## src/rtl/e203_dtcm_ram_ctrl.sv

```systemverilog
// ICB-to-SRAM controller for the DTCM: one word command per cycle, in-order responses
// with read-data holding under back-pressure, and RAM light-sleep/deep-sleep/shutdown sequencing.
module e203_dtcm_ram_ctrl #(
  parameter int AW          = 14,
  parameter int DW          = 32,
  parameter int MW          = 4,
  parameter int IDLE_LS_CYC = 8
) (
  input  logic          clk,
  input  logic          rst_n,
  input  logic          icb_cmd_valid,
  output logic          icb_cmd_ready,
  input  logic [AW+1:0] icb_cmd_addr,
  input  logic          icb_cmd_read,
  input  logic [DW-1:0] icb_cmd_wdata,
  input  logic [MW-1:0] icb_cmd_wmask,
  output logic          icb_rsp_valid,
  input  logic          icb_rsp_ready,
  output logic [DW-1:0] icb_rsp_rdata,
  output logic          icb_rsp_err,
  input  logic          pwr_ds_req,
  input  logic          pwr_sd_req,
  output logic          ram_sd,
  output logic          ram_ds,
  output logic          ram_ls,
  output logic          ram_cs,
  output logic          ram_we,
  output logic [AW-1:0] ram_addr,
  output logic [MW-1:0] ram_wem,
  output logic [DW-1:0] ram_din,
  input  logic [DW-1:0] ram_dout,
  output logic          ctrl_idle
);

  typedef enum logic [2:0] {
    ST_ACTIVE,
    ST_LS,
    ST_DS,
    ST_SD,
    ST_WAKE
  } state_t;

  localparam int CW = (IDLE_LS_CYC < 1) ? 1 : $clog2(IDLE_LS_CYC + 1);
  localparam logic [CW-1:0] LS_LIM = CW'(IDLE_LS_CYC);

  state_t          state, state_next;
  logic [CW-1:0]   idle_cnt;
  logic            accept;
  logic            aligned;
  logic            rsp_rd;
  logic            rsp_first;
  logic [DW-1:0]   hold;
  logic            ls_hit;

  assign aligned = (icb_cmd_addr[1:0] == 2'b00);

  // NOTE: sequential state uses non-blocking assignments so every flop samples
  // pre-edge values regardless of process ordering.
  always_ff @(posedge clk) begin
    if (!rst_n) begin
      state  <= ST_ACTIVE;
      ram_ls <= 1'b0;
      ram_ds <= 1'b0;
      ram_sd <= 1'b0;
    end else begin
      state  <= state_next;
      ram_ls <= (state_next == ST_LS);
      ram_ds <= (state_next == ST_DS);
      ram_sd <= (state_next == ST_SD);
    end
  end

  // A command in flight or arriving blocks light sleep even at the idle limit.
  assign ls_hit = (IDLE_LS_CYC != 0) && (idle_cnt == LS_LIM) &&
                  !icb_cmd_valid && !icb_rsp_valid;

  // NOTE: every combinational output gets a default first so no path leaves it
  // unassigned, which would otherwise infer a latch.
  always_comb begin
    state_next = state;
    unique case (state)
      ST_ACTIVE: begin
        if (pwr_sd_req && !icb_rsp_valid && !accept)      state_next = ST_SD;
        else if (pwr_ds_req && !icb_rsp_valid && !accept) state_next = ST_DS;
        else if (ls_hit)                                  state_next = ST_LS;
      end
      ST_LS: begin
        if (pwr_sd_req)         state_next = ST_SD;
        else if (pwr_ds_req)    state_next = ST_DS;
        else if (icb_cmd_valid) state_next = ST_WAKE;
      end
      ST_DS: begin
        if (pwr_sd_req)      state_next = ST_SD;
        else if (!pwr_ds_req) state_next = ST_WAKE;
      end
      ST_SD: begin
        if (!pwr_sd_req) state_next = pwr_ds_req ? ST_DS : ST_WAKE;
      end
      ST_WAKE:   state_next = ST_ACTIVE;
      default:   state_next = ST_ACTIVE;
    endcase
  end

  always_comb begin
    icb_cmd_ready = rst_n && (state == ST_ACTIVE) && (!icb_rsp_valid || icb_rsp_ready);
    accept        = icb_cmd_valid && icb_cmd_ready;
    ram_cs        = accept && aligned;
    ram_we        = ram_cs && !icb_cmd_read;
    ram_addr      = icb_cmd_addr[AW+1:2];
    ram_wem       = ram_we ? icb_cmd_wmask : '0;
    ram_din       = icb_cmd_wdata;
    ctrl_idle     = (state == ST_ACTIVE) && !icb_rsp_valid;
  end

  always_ff @(posedge clk) begin
    if (!rst_n) begin
      idle_cnt <= '0;
    end else if (state != ST_ACTIVE || state_next != ST_ACTIVE ||
                 icb_cmd_valid || icb_rsp_valid) begin
      idle_cnt <= '0;
    end else if (idle_cnt != LS_LIM) begin
      idle_cnt <= idle_cnt + CW'(1);
    end
  end

  // Read data comes straight from the RAM in the first response cycle and from
  // the hold register afterwards, since ram_dout is only valid for that one cycle.
  always_ff @(posedge clk) begin
    if (!rst_n) begin
      icb_rsp_valid <= 1'b0;
      icb_rsp_err   <= 1'b0;
      rsp_rd        <= 1'b0;
      rsp_first     <= 1'b0;
      hold          <= '0;
    end else begin
      if (accept) begin
        icb_rsp_valid <= 1'b1;
        icb_rsp_err   <= !aligned;
        rsp_rd        <= icb_cmd_read && aligned;
        rsp_first     <= 1'b1;
      end else begin
        rsp_first <= 1'b0;
        if (icb_rsp_valid && icb_rsp_ready) begin
          icb_rsp_valid <= 1'b0;
          icb_rsp_err   <= 1'b0;
          rsp_rd        <= 1'b0;
        end
      end
      if (icb_rsp_valid && rsp_first && rsp_rd) hold <= ram_dout;
    end
  end

  assign icb_rsp_rdata = (icb_rsp_valid && rsp_rd) ? (rsp_first ? ram_dout : hold) : '0;

endmodule

```

## config.mk

```make
export PLATFORM = sky130hd
export DESIGN_NAME = e203_dtcm_ram_ctrl
export DESIGN_NICKNAME = d
export VERILOG_FILES = /design/src/rtl/e203_dtcm_ram_ctrl.sv
export SDC_FILE = /design/constraint.sdc
export NUM_CORES = 1
export LEC_CHECK = 0
export ABC_AREA = 1
export CORE_MARGIN = 5
export CORE_UTILIZATION = 29
export DETAILED_ROUTE_END_ITERATION = 12
export GPL_ROUTABILITY_DRIVEN = 0
export GPL_TIMING_DRIVEN = 0
export PLACE_DENSITY = 0.8
export SLEW_MARGIN = 15
export SYNTH_ARGS = -nofsm -noshare
export SYNTH_HDL_FRONTEND = slang
export SYNTH_SLANG_ARGS = --single-unit
```

## constraint.sdc

```tcl
create_clock -name clk -period 2.61 [get_ports clk]
set_clock_uncertainty 0.1 [all_clocks]
set_input_delay 0.3915 -clock clk [delete_from_list [all_inputs] [get_ports clk]]
set_output_delay 0.3915 -clock clk [all_outputs]
set_load 0.005 [all_outputs]
```

==> summary.md <==
| Metric | Value |
|---|---|
| Post-synthesis sequential area ratio | 37.0% |
| Mapped Cells | 356 |
| Hold path depth | 2 |
| Slew HR | 67.0% |
| Status | complete, no violations |
| Hold Path Origin | hold[24] |
| First-pass GRT wire length | about 11000 um |
| Final antenna-violating net count | 0 |
| Hold Violations, Final | 0 |
| Worst hold path class | reg2reg |
| Leakage power | 1.68 nW |
| CP Data Required Time | 2.12 ns |
| # rows | 33 |
| Clk_lat worst skew | 0.29 ns |
| Reg2reg path depth | 12 |
| Die ar. | between 10000 and 15000 um2 |
| # IOs | approximately 180 |
| Share of the synthesized area in the top cell type | 37.0% |
| Post-CTS Hold Buffers | 0 |
| R2r startpoint | idle_cnt[1] |
| RSZ-0062 raised after global routing | no |
| CTS clk-pin slew, worst paths | 0.09 ns |
| CTS sink cnt | 46 |
| Inserted Diodes | 0 |
| Routed length per instance | between 10 and 15 um |
| Clk pwr share | 26.5% |
| CTS H-tree lvls | 2 |
| Maximum clock frequency | 0.402 GHz |
| Crit Path Class | reg2out |
| Unique masters post-synth | 23 |
| Yosys top cell by area | dfxtp_1 |
| Total power | approximately 1.6 mW |
| Post-DR vias/cell | 4.36 |
| Post-synthesis register bit count | 46 |
| Final HPWL DP | 6160 um |
| Sequential Power Share | 47.4% |
| Initial antenna violation count | 0 |
| DRT iter0 DRCs | 62 |
| PD cells | 377 nW/um2 |
| CP Launch Type | flop |
| Placed cell area | between 3000 and 4000 um2 |
| Gr usage total | 13.4% |
| Fin Setup TNS | 0 ns |
| Syn Nets | roughly 450 |
| Vias | 2653 |
| Pre-antenna DRT Iters | 4 |
| CTS tree | done |
| Max-cap check violation count | 0 |
| Setup violators final | 0 |
| Largest net degree at the start of global routing | 14 |
| Comb pwr share | 26.2% |
| Sw power | 402 uW |
| Int Pwr | 1.15 mW |
| Nets | 597 |
| Fin. max-slew vios | 0 |
| WP data arrival | 2.00 ns |
| Sw frac | around a quarter |
| Ratio of cells with drive above 1 in the final layout | ~17% |
| Worst Tran Pin Value | 0.496 ns |
| Final Cell Area | 4130 um2 |
| Clock root cell | clkbuf_8 |
| Core area | 8300 um2 |
| Minimum clock period | 2.49 ns |
| Starting Density | 30.0% |
| Tcrit/Tclk final | 95.4% |
| Clock Path Buffers | 2 |
| Vias in the first global route | 2615 |
| Detailed Route WL | 7690 um |
| Crit end category | output port |
| Ys Warns | 0 |
| Hold Crit Endpoint | hold[24] |
| Area delta synth->final | 66.2% |
| Final core occ | between 40% and 50% |
| # fillers | 794 |
| Cts bufs inserted | 5 |
| # DRC | 0 |
| Final non-filler cell total | 609 |
| PortBufs | 135 |
| Syn avg cell area | roughly 7.0 um2 |
| Die width | approximately 100 um |
| Post-place setup slack | -0.239 ns |
| Main area contributors after synthesis | dfxtp_1 (37%), buf_4 (14%), nand2_1 (12%) |
| RR Endpoint | state[0] |
| Die Y | 103 um |
| Overflow after GRT | 0 |
| Final setup margin | ~0.12 ns |
| Dpl cells | between 500 and 600 |
| WHS | 0.363 ns |
| Crit-path max FO | 10 |
| Peak VDD IR | about 330 uV |
| Post-Syn Area | 2490 um2 |
| R2r setup slk | 0.95 ns |
metal layers:
| metal | up-vias | share of wire [%] | global-route usage (%) |
|---|---|---|---|
| li1 | 1352 | - | - |
| met1 | 1179 | 35 | 14.0 |
| met2 | 115 | 53 | 26.1 |
| met3 | 7 | 11 | 4.13 |
| met4 | 0 | 0.82 | 3.03 |
| met5 | - | 0 | 0 |
worst max path at each step:
stage | start | end | slack (ns) | cells past startpoint
after floorplan | icb_rsp_valid | ram_wem[0] | 0.84 | 9
after global placement | rst_n | ram_wem[0] | -0.23 | 9
after detailed placement | rst_n | ram_wem[0] | -0.24 | 9
after CTS | icb_rsp_valid | ram_we | 0.009 | 10
after global routing | icb_rsp_valid | icb_rsp_rdata[28] | 0.00002 | 7
final | icb_rsp_valid | icb_rsp_rdata[14] | 0.12 | 7
power groups by stage:
stage               clock (mW)  combinational (mW)  sequential, mW
CTS                      0.433               0.401           0.736
global placement             0               0.389           0.751
detailed placement           0               0.396           0.752
finish                   0.412               0.407           0.737
global route             0.465               0.448           0.739
floorplan                    0               0.178           0.752
layout make-up:
class | instances | area [um2] | share of cell area (%)
clock inverters | 2 | 10.0 | 0.242
inverters | 54 | 205 | 4.97
clock buffers | 5 | 68.8 | 1.67
well taps | 105 | 131 | 3.18
flip-flops and latches | 46 | 922 | 22.3
repair buffers | 141 | 1400 | 33.8
plain buffers | 60 | 435 | 10.5
multi-input cells | 196 | 962 | 23.3
cells in the final DEF, fill, tap and decap left out:
cell type,instances
a21oi_1,37
buf_2,2
buf_4,52
buf_6,4
clkbuf_1,6
clkbuf_2,1
clkbuf_4,1
clkbuf_8,5
clkdlybuf4s50_1,124
clkinv_2,2
dfxtp_1,45
dfxtp_2,1
dlygate4sd2_1,7
dlymetal6s2s_1,4
ha_1,2
inv_1,49
inv_2,4
inv_4,1
nand2_1,81
nand3_1,4
nand3_2,1
nand3_4,1
nand4_2,1
nor2_1,10
nor2_2,4
nor2_4,4
nor3_1,9
nor3_4,1
o211ai_1,1
o21ai_0,37
or2_4,1
xor2_1,2
cell usage after synthesis:
cell type,instances
nor2_2,4
buf_6,1
dfxtp_1,46
inv_2,4
buf_2,4
nand3_4,1
a21oi_1,37
clkbuf_1,9
o21ai_0,37
o211ai_1,1
xor2_1,2
inv_1,49
buf_4,46
nand2_1,81
nor2_4,3
or2_4,1
nor2_1,11
nand3_1,5
nand4_2,1
ha_1,2
nor3_1,9
inv_4,1
nor3_4,1
flip-flops by register name, summed over array words and instances (netlist names):
| name | count |
|---|---|
| hold | 32 |
| rsp_rd | 1 |
| ram_ls | 1 |
| state | 3 |
| ram_sd | 1 |
| rsp_first | 1 |
| icb_rsp_err | 1 |
| idle_cnt | 4 |
| ram_ds | 1 |
| icb_rsp_valid | 1 |
cells by family after synthesis:
family,share of synthesized area [%]
AO/OA/AOI/OAI,15.2
buffers and inverters,24.8
adder cells (fa/ha/maj),1.01
AND/OR/NAND/NOR,21.3
XOR/XNOR,0.705
flip-flops,37.0
repair_timing:
item | 4_1_cts | 5_1_grt
setup buffers | 2 | 4
endpoints found under the setup margin | 36 | 31
pin swaps | 1 | 3
resized for setup | 11 | 19
worst max-delay path: stages, from the launching register on:
cell and delay [ns]:
dfxtp_1 0.36, buf_6 0.15, nand2_1 0.09, nor2_4 0.22
buf_6 0.17, nand2_1 0.07, o21ai_0 0.09, clkdlybuf4s50_1 0.54
No activity file was read; power rests on OpenSTA's default activity.
